File: src/rtl/im_boot_loader_pkg.sv
// Shared constants for the instruction-memory boot loader and region-select logic.
package im_boot_loader_pkg;

    localparam int unsigned BYTE_W      = 8;
    localparam int unsigned WORD_W      = 32;
    localparam int unsigned WADDR_W     = 30;
    localparam int unsigned WIDX_W      = 10;
    localparam int unsigned LEN_W       = 11;
    localparam int unsigned DEPTH_WORDS = 1024;

    localparam logic [7:0]  SYNC_BYTE   = 8'hA5;
    localparam logic [7:0]  REGION_CODE = 8'h00;
    localparam logic [7:0]  REGION_ISE  = 8'h01;
    localparam logic [31:0] CODE_BASE   = 32'h0000_3000;
    localparam logic [31:0] ISE_BASE    = 32'h0000_4180;

    // Loader FSM encoding, fixed at 3 bits so region-select logic can decode it.
    typedef enum logic [2:0] {
        ST_IDLE   = 3'd0,
        ST_REGION = 3'd1,
        ST_LEN_HI = 3'd2,
        ST_LEN_LO = 3'd3,
        ST_DATA   = 3'd4,
        ST_CSUM   = 3'd5,
        ST_DONE   = 3'd6,
        ST_ERR    = 3'd7
    } loader_state_t;

    // True when the region id names a known region.
    function automatic logic region_ok(input logic [7:0] id);
        return (id == REGION_CODE) || (id == REGION_ISE);
    endfunction

    // Word base address of a region (only meaningful when region_ok).
    function automatic logic [WADDR_W-1:0] region_wbase(input logic [7:0] id);
        return (id == REGION_ISE) ? ISE_BASE[31:2] : CODE_BASE[31:2];
    endfunction

endpackage

File: src/rtl/im_word_assembler.sv
// Shifts big-endian bytes into a 32-bit word and flags the 4th byte of each word.
module im_word_assembler
    import im_boot_loader_pkg::*;
(
    input  logic              clk,
    input  logic              rst,
    input  logic              clear,
    input  logic              push,
    input  logic [7:0]        byte_in,
    output logic [31:0]       word_c,
    output logic              word_done_c
);

    logic [23:0] shreg;
    logic [1:0]  count;

    // Word completes combinationally with the incoming 4th byte.
    assign word_c      = {shreg, byte_in};
    assign word_done_c = push && (count == 2'd3);

    // Byte shift register and position counter.
    always_ff @(posedge clk) begin
        if (rst) begin
            shreg <= '0;
            count <= '0;
        end else if (clear) begin
            count <= '0;
        end else if (push) begin
            shreg <= {shreg[15:0], byte_in};
            count <= count + 2'd1;
        end
    end

endmodule

File: src/rtl/im_boot_loader.sv
// Receives a framed program image over UART bytes and writes it into instruction memory.
module im_boot_loader
    import im_boot_loader_pkg::*;
(
    input  logic        clk,
    input  logic        rst,
    input  logic [7:0]  rx_data,
    input  logic        rx_valid,
    output logic        im_we,
    output logic [29:0] im_waddr,
    output logic [31:0] im_wdata,
    output logic        cpu_hold,
    output logic        load_done,
    output logic        load_err
);

    loader_state_t       state, state_d;
    logic [7:0]          csum, csum_d;
    logic [WADDR_W-1:0]  wbase, wbase_d;
    logic [7:0]          len_hi, len_hi_d;
    logic [LEN_W-1:0]    len, len_d;
    logic [WIDX_W-1:0]   widx, widx_d;
    logic                we_d, hold_d, done_d, err_d;
    logic [29:0]         waddr_d;
    logic [31:0]         wdata_d;
    logic                asm_clear_c, asm_push_c;
    logic [31:0]         asm_word_c;
    logic                asm_done_c;
    logic [15:0]         n_c;

    im_word_assembler u_asm (
        .clk         (clk),
        .rst         (rst),
        .clear       (asm_clear_c),
        .push        (asm_push_c),
        .byte_in     (rx_data),
        .word_c      (asm_word_c),
        .word_done_c (asm_done_c)
    );

    assign n_c = {len_hi, rx_data};

    // Next-state and next-output logic; every transition is gated by rx_valid.
    always_comb begin
        state_d     = state;
        csum_d      = csum;
        wbase_d     = wbase;
        len_hi_d    = len_hi;
        len_d       = len;
        widx_d      = widx;
        we_d        = 1'b0;
        waddr_d     = im_waddr;
        wdata_d     = im_wdata;
        hold_d      = cpu_hold;
        done_d      = load_done;
        err_d       = load_err;
        asm_clear_c = 1'b0;
        asm_push_c  = 1'b0;

        if (rx_valid) begin
            unique case (state)
                ST_IDLE, ST_DONE, ST_ERR: begin
                    if (rx_data == SYNC_BYTE) begin
                        state_d     = ST_REGION;
                        hold_d      = 1'b1;
                        done_d      = 1'b0;
                        err_d       = 1'b0;
                        csum_d      = '0;
                        asm_clear_c = 1'b1;
                    end
                end
                ST_REGION: begin
                    csum_d  = csum ^ rx_data;
                    wbase_d = region_wbase(rx_data);
                    if (region_ok(rx_data)) begin
                        state_d = ST_LEN_HI;
                    end else begin
                        state_d = ST_ERR;
                        err_d   = 1'b1;
                    end
                end
                ST_LEN_HI: begin
                    csum_d   = csum ^ rx_data;
                    len_hi_d = rx_data;
                    state_d  = ST_LEN_LO;
                end
                ST_LEN_LO: begin
                    csum_d = csum ^ rx_data;
                    len_d  = n_c[LEN_W-1:0];
                    widx_d = '0;
                    if (n_c > 16'(DEPTH_WORDS)) begin
                        state_d = ST_ERR;
                        err_d   = 1'b1;
                    end else if (n_c == 16'd0) begin
                        state_d = ST_CSUM;
                    end else begin
                        state_d = ST_DATA;
                    end
                end
                ST_DATA: begin
                    csum_d     = csum ^ rx_data;
                    asm_push_c = 1'b1;
                    if (asm_done_c) begin
                        we_d    = 1'b1;
                        waddr_d = wbase + WADDR_W'(widx);
                        wdata_d = asm_word_c;
                        widx_d  = widx + WIDX_W'(1);
                        if ((LEN_W'(widx) + LEN_W'(1)) == len) begin
                            state_d = ST_CSUM;
                        end
                    end
                end
                ST_CSUM: begin
                    if (rx_data == csum) begin
                        state_d = ST_DONE;
                        done_d  = 1'b1;
                        hold_d  = 1'b0;
                    end else begin
                        state_d = ST_ERR;
                        err_d   = 1'b1;
                        hold_d  = 1'b1;
                    end
                end
                default: state_d = ST_IDLE;
            endcase
        end
    end

    // State and registered outputs.
    always_ff @(posedge clk) begin
        if (rst) begin
            state     <= ST_IDLE;
            csum      <= '0;
            wbase     <= '0;
            len_hi    <= '0;
            len       <= '0;
            widx      <= '0;
            im_we     <= 1'b0;
            im_waddr  <= '0;
            im_wdata  <= '0;
            cpu_hold  <= 1'b1;
            load_done <= 1'b0;
            load_err  <= 1'b0;
        end else begin
            state     <= state_d;
            csum      <= csum_d;
            wbase     <= wbase_d;
            len_hi    <= len_hi_d;
            len       <= len_d;
            widx      <= widx_d;
            im_we     <= we_d;
            im_waddr  <= waddr_d;
            im_wdata  <= wdata_d;
            cpu_hold  <= hold_d;
            load_done <= done_d;
            load_err  <= err_d;
        end
    end

endmodule

File: config.mk
export PLATFORM = sky130hd
export DESIGN_NAME = im_boot_loader
export DESIGN_NICKNAME = d
export VERILOG_FILES = /design/src/rtl/im_boot_loader_pkg.sv /design/src/rtl/im_word_assembler.sv /design/src/rtl/im_boot_loader.sv
export SDC_FILE = /design/constraint.sdc
export NUM_CORES = 1
export LEC_CHECK = 0
export CAP_MARGIN = 10
export CORE_MARGIN = 1.5
export CORE_UTILIZATION = 50
export DETAILED_ROUTE_END_ITERATION = 12
export GPL_ROUTABILITY_DRIVEN = 0
export PLACE_DENSITY = 0.74
export SYNTH_ARGS = -nofsm -noshare
export SYNTH_HDL_FRONTEND = slang
export SYNTH_SLANG_ARGS = --single-unit
File: constraint.sdc
create_clock -name clk -period 5.9 [get_ports clk]
set_input_delay 0.885 -clock clk [delete_from_list [all_inputs] [get_ports clk]]
set_output_delay 0.885 -clock clk [all_outputs]
set_load 0.05 [all_outputs]
### Yosys cells after proc, flatten, opt, wreduce, memory -nomap -nowiden

Cells that the tools add are included.

* register bits after elaboration: 162
* logic and storage cells: 95

* reductions and logical operators: 24
* equality and inequality tests: 19
* bitwise gates (word level): 4
* muxes and demuxes: 29
* order comparisons: 1
* add/sub/neg operators: 4

Operators by type and width (count)
* $add A30 B10 Y30: 1
* $pmux W10 S2: 1
* $pmux W3 S6: 1
* $gt A16 B11 Y1 const B: 1
* $logic_not A16 Y1: 1
* $pmux W8 S2: 1
* $mux W1: 15
* $ne A2 B2 Y1 const B: 7
* $mux W13: 1
* $eq A3 B3 Y1 const B: 4
* $mux W3: 4
* $reduce_and A3 Y1: 4
* $add A10 B1 Y11 const B: 1
* $eq A11 B11 Y1: 1
* $add A10 B1 Y10 const B: 1
* $mux W10: 1
* $eq A8 B1 Y1 const B: 1
* $eq A8 B8 Y1: 1
* $eq A8 B8 Y1 const B: 1
* $logic_not A8 Y1: 1
* $mux W8: 1
* $reduce_and A2 Y1: 4
* $reduce_and A4 Y1: 2
* $xor A8 B8 Y8: 1
* 17 further kinds: 24

### Logic depth before layout (Yosys ltp)

Gate-level depths: netlist of run 1.

* depth after elaboration: 6
* depth in mapped cells: 9

### By module

From an unflattened synthesis of run 1, not the netlist that was laid out.

* cell total of the unflattened synthesis: 670
* area total of the unflattened synthesis: 5467.7 µm²

Modules (own cells, without submodules)
* im_boot_loader: times used 1, cells each 564, area an instance 4326.6 µm²
* im_word_assembler: times used 1, cells each 106, area an instance 1141.1 µm²

### Worst setup path before layout of run 1

No wires, ideal clock.

* path type: input to register
* from: input rx_data[6]
* to: register load_err
* library setup time: 63 ps
* slack: 3316 ps
* data arrival time: 2521 ps
* cell stages on the path: 7
* buffers on the path: 1
* cell sequence: clkbuf_1 nor4_1 and2_1 o21ai_2 nor4b_4 mux2_4 nor2_2

* word-level cells in the longest chain between the ends: 4
* elaborated cells on any way between the ends: 11
* those cells by class: order compare (1); eq/ne (7); reduce/logical (3)

RTL lines
* start, declared: line im_boot_loader.sv:7 `input logic [7:0] rx_data,`
* branches (longest 3 deep; another with $gt A16 B11 Y1)
* $reduce_and A6 Y1 (no line) *
* end signal, assigned: line im_boot_loader.sv:156 `load_err <= err_d;`
* end, declared: line im_boot_loader.sv:14 `output logic load_err`

Every way passes the cells marked *.
A chain may end at the register's enable or synchronous reset.

### Worst setup path in the final report of run 1

* from: input rx_valid
* to: register widx[5]

* word-level cells in the longest chain between the ends: 4

RTL lines
* start, declared: line im_boot_loader.sv:8 `input logic rx_valid,`
* $mux W1: line im_boot_loader.sv:60 `if (rx_valid) begin`
* $logic_and A1 B1 Y1: line im_word_assembler.sv:19 `assign word_done_c = push && (count == 2'd3);`
* $ne A2 B2 Y1 (no line)
* $reduce_and A3 Y1 (no line) *
* end signal, assigned: line im_boot_loader.sv:150 `widx <= widx_d;`
* end, declared: line im_boot_loader.sv:22 `logic [WIDX_W-1:0] widx, widx_d;`

Every way passes the cells marked *; elsewhere a longest branch is shown, timed or not.

==> results of run 1 <==
worst max-delay path, stage by stage:
cell,delay [ns]
clkdlybuf4s50_1,0.70
nor4bb_4,0.25
buf_4,0.32
nand2_2,0.62
nand2_1,0.44
o21ai_0,0.15
a21oi_1,0.21
nor2_1,0.07
synthesized netlist by cell type (all sizes together) (3+ instances only):
master	instances
ha	4
inv	9
and2	5
nand2	197
a31oi	4
or3	3
o211a	3
clkbuf	40
nand3b	6
xnor2	14
o21ai	20
nor3b	3
buf	27
xor2	9
nor4	5
a21oi	107
nor2b	6
nand2b	3
and3	7
nor2	42
o22ai	4
a211oi	6
nand3	9
dfxtp	118
nor3	10
through the flow:
step	hold WS (ns)	util, %	setup WS (ns)	cells	instance area [um2]
floorplan	0.4322	-	3.316	702	5288
global placement	0.4425	56.41	2.215	833	5772
detailed placement	0.4464	56.41	2.067	833	5772
CTS	0.4545	62.25	2.586	865	6369
global route	0.4711	62.25	2.276	865	6369
finish	0.4516	62.25	2.567	865	6369
area by class of cell:
type | instances | area [um2]
Fill cell | 881 | 3862
Multi-Input combinational cell | 508 | 2592
Sequential cell | 118 | 2362
Timing Repair Buffer | 62 | 613.1
Clock buffer | 17 | 414.1
Clock inverter | 15 | 182.7
Tap cell | 136 | 170.2
Inverter | 9 | 33.78
metal layers:
| layer | vias up | part of all wire (%) | global-route usage [%] |
|---|---|---|---|
| met5 | - | 0 | 0 |
| met4 | 0 | 2.1 | 8.611 |
| met3 | 23 | 5.3 | 6.988 |
| met2 | 168 | 49 | 38.52 |
| met1 | 2182 | 44 | 29.49 |
| li1 | 2321 | - | - |
final timing paths:
| kind | endpoint | depth (start not counted) |
|---|---|---|
| max | widx[5] | 8 |
| min | im_waddr[3] | 2 |
| max reg2reg | widx[5] | 7 |
| min reg2reg | im_waddr[3] | 2 |
sequential cells by signal, summed over array words and instances (netlist names):
name         cells
state            3
wbase            2
cpu_hold         1
load_done        1
len             11
csum             8
im_waddr        14
len_hi           8
load_err         1
im_we            1
u_asm.shreg     24
widx            10
u_asm.count      2
im_wdata        32
where the power goes:
group	switching (W)	internal (W)
clock network	0.000415	0.000622
logic	0.0000511	0.0000116
registers	0.000000889	0.000797
total	0.000467	0.00143
kinds of logic (layout without fill, tap and decap cells):
| group | Yosys count | count (layout) |
|---|---|---|
| buf+inv | 76 | 103 |
| flops | 118 | 118 |
| fa+ha+maj | 5 | 5 |
| other cells | 1 | 16 |
| simple gates | 305 | 305 |
| xor+xnor | 23 | 23 |
| mux | 1 | 1 |
| compound gates | 158 | 158 |
cell usage in the layout (no fill, tap or decap), types with 4 or more instances in the layout:
master / n
a211oi_1: 6
a21oi_1: 107
a31oi_1: 4
and2_1: 4
and3_1: 7
clkbuf_16: 16
clkdlybuf4s50_1: 59
conb_1: 16
dfxtp_1: 118
ha_1: 4
inv_1: 9
inv_6: 7
inv_8: 4
nand2_1: 196
nand3_1: 9
nand3b_1: 6
nor2_1: 41
nor2b_1: 5
nor3_1: 10
nor4_1: 5
o21ai_0: 19
o22ai_1: 4
xnor2_1: 14
xor2_1: 9
==> run metrics, run 1 <==
Cell variety after synth 52; Worst R2R Setup Slack 2.93 ns; area leader, netlist dfxtp_1; wire per inst 14.30 um; Max Clock Freq 300.0 MHz; fin crit period 3.333 ns; Die W 105.3 um; Max clock buf depth 2; WS Path Type input pin to flip-flop; hold_buf cts 0; Worst slew margin 21.53%; data required time at the worst endpoint 6.25 ns; RSZ-0062 raised after global routing false; Post-synth ARST share 0%; Power Density 297.9 nW/um2; Post-synth EDFFs 0; period utilization 56.49%; Post-Synthesis Cell Area 5231 um2; Routed Antenna Nets 0; hold_sp im_waddr[3]; leakage 2.175 nW; post-CTS resize count 0; Synth Flop Type dfxtp_1; post-synthesis cell count 687; Root Buffer clkbuf_8; area fraction in compound gates after synthesis 16.81%; port bufs 60; Die Y 105.3 um; vias in the first global route 4376; register bit count reported by yosys 118; CP Data Arrival Time 3.68 ns; std cell rows 37; worst min path class flip-flop to flip-flop; RR Startpoint state[2]; Congestion Overflow GR 0; VDD IR max 205.9 uV; final WL 12.37 mm; first-pass detailed-route iteration total 8; final setup violation count 0; Mapped Avg Cell Area 7.615 um2; Initial DRC Count 335; TritonCTS clock tree yes; Seq/Total Area, Yosys 45.16%; clk_lat worst skew 0.52 ns; drc violations 0; pin count of the biggest net entering global routing 118; H-tree level count 4; first-pass GRT wire length 21.01 mm; CP Max Fanout 57; Detail Placement HPWL 7.748 mm; final-report hold violation count 0; core area 10230 um2; setup TNS 0 ns; Num CTS Buffers 17; Simple-Gate Fraction of Synth Area 25.76%; Layout area overhead 21.74%; io pins 77; die area 11080 um2; Startpoint Class input pin; layout cells sized above 1 6.310%; Final #Nets 732; largest family of logic cells by synthesized area simple AND/OR/NAND/NOR gates; post-CTS setup buffers 0; critical path startpoint rx_valid; mux share of post-synthesis cell area 0.2870%; run status finished, final reports clean; Final Max Tran Viols 0; max_cap viols 0; CTS clk-pin slew, worst paths 0.06 ns; initial antenna violation count 0; Synth top area share 45.16%; Slew @ Worst Pin 1.177 ns; gr usage total 23.58%; Adder-Cell Fraction of Synth Area 1.339%; Crit. End Element flip-flop; vias per cell 5.427; ANT cells 0; Clock Skew 0.01086 ns; synth warn 0; Synth area leaders dfxtp_1, nand2_1, a21oi_1; Total Power 0.001897 W; Post-Synth XOR/XNOR Area 3.851%; Initial Utilization 51.13%; via count 4694; Num Clock Sinks 118
Power figures use the tool's default switching activity.
==> run 2, diff against run 1 <==
Clock period 5.9 ns to 3.47 ns, I/O delays scaled along.
==> run metrics, run 2 (synthesis results as in run 1) <==
number of flip-flops in the largest register 32; Final #Nets 738; Worst R2R Setup Slack 1.01 ns; Largest Register im_wdata; H-tree level count 4; WP depth 7; worst min path class flip-flop to flip-flop; wire per inst 14.09 um; period utilization 71.15%; hold path depth 2; layout cells sized above 1 7.075%; Top Registers im_wdata (32), u_asm.shreg (24), im_waddr (14); Congestion Overflow GR 0; hold_sp im_waddr[1]; drc violations 0; internal power 0.002339 W; Die W 105.3 um; dpl cell area 5817 um2; delay-heaviest family, CP simple AND/OR/NAND/NOR gates; run status finished, final reports clean; final setup violation count 0; Max Clock Freq 405.0 MHz; most frequent cells in the layout nand2_1, dfxtp_1, a21oi_1; Clock Skew 0.007699 ns; initial antenna violation count 0; std cell rows 37; fin crit period 2.469 ns; Root Buffer clkbuf_8; sw frac 24.55%; fin area 6372 um2; vias in the first global route 4139; Seq pwr share 43.8%; Crit. End Element flip-flop; final core occ 62.28%; Layout area overhead 21.81%; fin cells 871; Max clock buf depth 2; gr usage total 22.81%; max_cap viols 0; clk_lat worst skew 0.52 ns; first-pass detailed-route iteration total 5; Final Max Tran Viols 0; pin count of the biggest net entering global routing 118; CTS clk-pin slew, worst paths 0.06 ns; final-report hold violation count 0; Slew @ Worst Pin 1.171 ns; Fin Hold WS 0.4515 ns; most common cell after layout, fill and taps aside nand2_1; Initial Utilization 51.13%; R2R depth 6; WS Path Type input pin to flip-flop; io pins 77; Psw 0.0007610 W; clock power share 52.8%; final WL 12.27 mm; via count 4648; TritonCTS clock tree yes; port bufs 60; Hold Path Sink im_waddr[1]; post-CTS resize count 0; max incr delay on CP 0.55 ns; Gate power share 3.5%; Num CTS Buffers 17; leakage 2.175 nW; vias per cell 5.336; Worst slew margin 21.91%; CP Max Fanout 9; Cells after DPL 839; RR Startpoint widx[3]; post-CTS setup buffers 0; CP Cell Sequence clkdlybuf4s50_1, nor4_1, and2_1, o211a_1, and3_1, nand3b_1, a21oi_1; Startpoint Class input pin; data required time at the worst endpoint 3.92 ns; hold_buf cts 0; core area 10230 um2; Power Density 486.5 nW/um2; Routed Antenna Nets 0; Crit-path slowest cell clkdlybuf4s50_1; VDD IR max 344.5 uV; ANT cells 0; Die Y 105.3 um; Detail Placement HPWL 7.897 mm; CP bufs+invs 1; CP Data Arrival Time 2.92 ns; FF-to-FF End state[0]; Initial DRC Count 252; Num Clock Sinks 118; first-pass GRT wire length 20.03 mm; die area 11080 um2; RSZ-0062 raised after global routing false; setup TNS 0 ns
-- run 2: worst max-delay path by stage --
stage | startpoint | endpoint
after global placement | rx_data[4] | load_err
after floorplan | rx_data[6] | load_err
after detailed placement | rx_data[3] | csum[6]
after CTS | widx[3] | state[0]
after global routing | widx[3] | state[0]
final | rx_data[3] | csum[7]
-- run 2: cell type report --
class	count	area (um2)
multi-input cells	508	2592
well taps	136	170.2
fillers	916	3859
clock inverters	15	141.4
clock buffers	17	414.1
flip-flops and latches	118	2362
repair buffers	68	658.1
inverters	9	33.78
-- run 2: power by group through the flow --
stage | Sequential, W | Combinational [W] | Clock (W)
floorplan | 0.00139 | 0.0000951 | 0
global placement | 0.00139 | 0.000104 | 0
detailed placement | 0.00139 | 0.000105 | 0
CTS | 0.00136 | 0.000105 | 0.00165
global route | 0.00136 | 0.000114 | 0.00172
finish | 0.00136 | 0.000107 | 0.00164
-- run 2: layer usage --
layer / global-route usage, % / vias up / routed length [um]
li1: - / 2326 / -
met1: 29.66 / 2162 / 5498
met2: 36.23 / 143 / 5823
met3: 6.555 / 17 / 754
met4: 7.926 / 0 / 197
met5: 0 / - / 0
-- run 2: tightest hold or removal path, stage by stage (launching register included) --
cell and delay [ns]:
dfxtp_1 0.30, nand2_1 0.05, a21oi_1 0.05
-- run 2: through the flow --
stage	power (W)	setup slack, ns
6_report	0.003100	1.001
5_1_grt	0.003187	0.8306
4_1_cts	0.003117	0.9835
3_5_place_dp	0.001492	0.4684
3_3_place_gp	0.001490	0.6098
2_1_floorplan	0.001481	1.250
==> run 3, diff against run 2 <==
Clock period 3.47 ns to 2.5 ns, I/O delays scaled along.
==> run metrics, run 3 (synthesis results as in run 1) <==
most common cell after layout, fill and taps aside nand2_1; CP Max Fanout 6; leakage 2.331 nW; Slew @ Worst Pin 0.5104 ns; port bufs 60; Num Clock Sinks 118; Final #Nets 765; setup TNS 0 ns; Top Registers im_wdata (32), u_asm.shreg (24), im_waddr (14); TritonCTS clock tree yes; Worst R2R Setup Slack 0.20 ns; pin count of the biggest net entering global routing 58; R2R depth 6; final-report hold violation count 0; most frequent cells in the layout nand2_1, dfxtp_1, a21oi_1; dpl cell area 6045 um2; max_cap viols 0; std cell rows 37; Startpoint Class flip-flop; Routed Antenna Nets 0; Layout area overhead 26.64%; Detail Placement HPWL 8.406 mm; die area 11080 um2; hold_sp rst; final WL 12.58 mm; vias per cell 5.339; Worst slew margin 65.87%; Congestion Overflow GR 0; drc violations 0; first-pass GRT wire length 21.20 mm; Num CTS Buffers 17; initial antenna violation count 0; period utilization 91.90%; Root Buffer clkbuf_8; worst min path class input pin to flip-flop; hold path depth 2; Die W 105.3 um; fin crit period 2.297 ns; first-pass detailed-route iteration total 4; Clock Skew 0.01319 ns; data required time at the worst endpoint 2.92 ns; vias in the first global route 4520; io pins 77; clk_lat worst skew 0.52 ns; via count 4794; final setup violation count 0; CP Data Arrival Time 2.72 ns; Die Y 105.3 um; core area 10230 um2; run status finished, final reports clean; VDD IR max 367.8 uV; number of flip-flops in the largest register 32; Max clock buf depth 2; fin area 6625 um2; Total Power 0.004395 W; CTS clk-pin slew, worst paths 0.06 ns; FF-to-FF End state[0]; Power Density 663.4 nW/um2; Final Max Tran Viols 0; H-tree level count 4; ANT cells 0; RR Startpoint widx[5]; Fin Hold WS 0.3080 ns; Largest Register im_wdata; wire per inst 14.01 um; Hold Path Sink csum[3]; Initial Utilization 51.13%; WS Path Type flip-flop to flip-flop; gr usage total 23.73%; Initial DRC Count 272; Crit. End Element flip-flop; layout cells sized above 1 10.50%; Max Clock Freq 435.3 MHz
## run 3: changes by cell type in the layout (fill, tap and decap cells not counted)
| cell | previous run | this run |
|---|---|---|
| a2111oi_0 | 1 | 0 |
| a2111oi_2 | 0 | 1 |
| buf_12 | 0 | 2 |
| buf_4 | 9 | 34 |
| clkinv_2 | 2 | 0 |
| clkinvlp_4 | 3 | 2 |
| inv_6 | 7 | 6 |
| inv_8 | 0 | 4 |
## run 3: worst max-delay path: stages (launching register included)
cell and delay [ns]:
dfxtp_1 0.45, nand4_1 0.26, or3b_2 0.56, xnor2_1 0.16, nor4_1 0.27, a31oi_1 0.19, a2111oi_2 0.31
## run 3: report_power, final
group / internal (W) / switching (W) / total, W / leakage, nW
sequential: 0.00188 / 0.00000146 / 0.00188 / 0.950
combinational: 0.0000436 / 0.000122 / 0.000166 / 1.10
clock: 0.00136 / 0.000982 / 0.00235 / 0.278
## run 3: worst max path at each step
stage                          end  slack [ns]        from
after floorplan           load_err        0.43  rx_data[6]
after global placement    load_err       -0.07  rx_data[4]
after detailed placement  load_err       -0.09  rx_data[4]
after CTS                 state[0]        0.15     widx[5]
after global routing      state[0]       -0.01     widx[5]
final                     state[0]        0.20     widx[5]
## run 3: what timing repair did
action                     in CTS  in global routing
hold buffers                    0                  0
hold endpoints to repair        0                  0
gates resized for setup         0                  2
setup endpoints to repair       0                  1
setup buffers                   0                  0
## run 3: metal layers
metal,GRT usage (%),share of wire [%]
met5,0,0
met4,8.513,1.3
met3,4.824,4.8
met2,40.10,49
met1,30.02,44
## run 3: per-stage QoR
stage	util (%)	worst slack, ns	std cells
after floorplan	-	0.4257	702
final	64.75	0.2025	898
after global routing	64.75	-0.01250	898
after global placement	59.08	-0.06959	866
after CTS	64.69	0.1458	898
after detailed placement	59.08	-0.08708	866
## run 3: cell type report
type / instances / area [um2]
inverters: 9 / 33.78
repair buffers: 95 / 885.9
flip-flops and latches: 118 / 2362
clock inverters: 15 / 160.2
fillers: 885 / 3606
multi-input cells: 508 / 2599
well taps: 136 / 170.2
clock buffers: 17 / 414.1
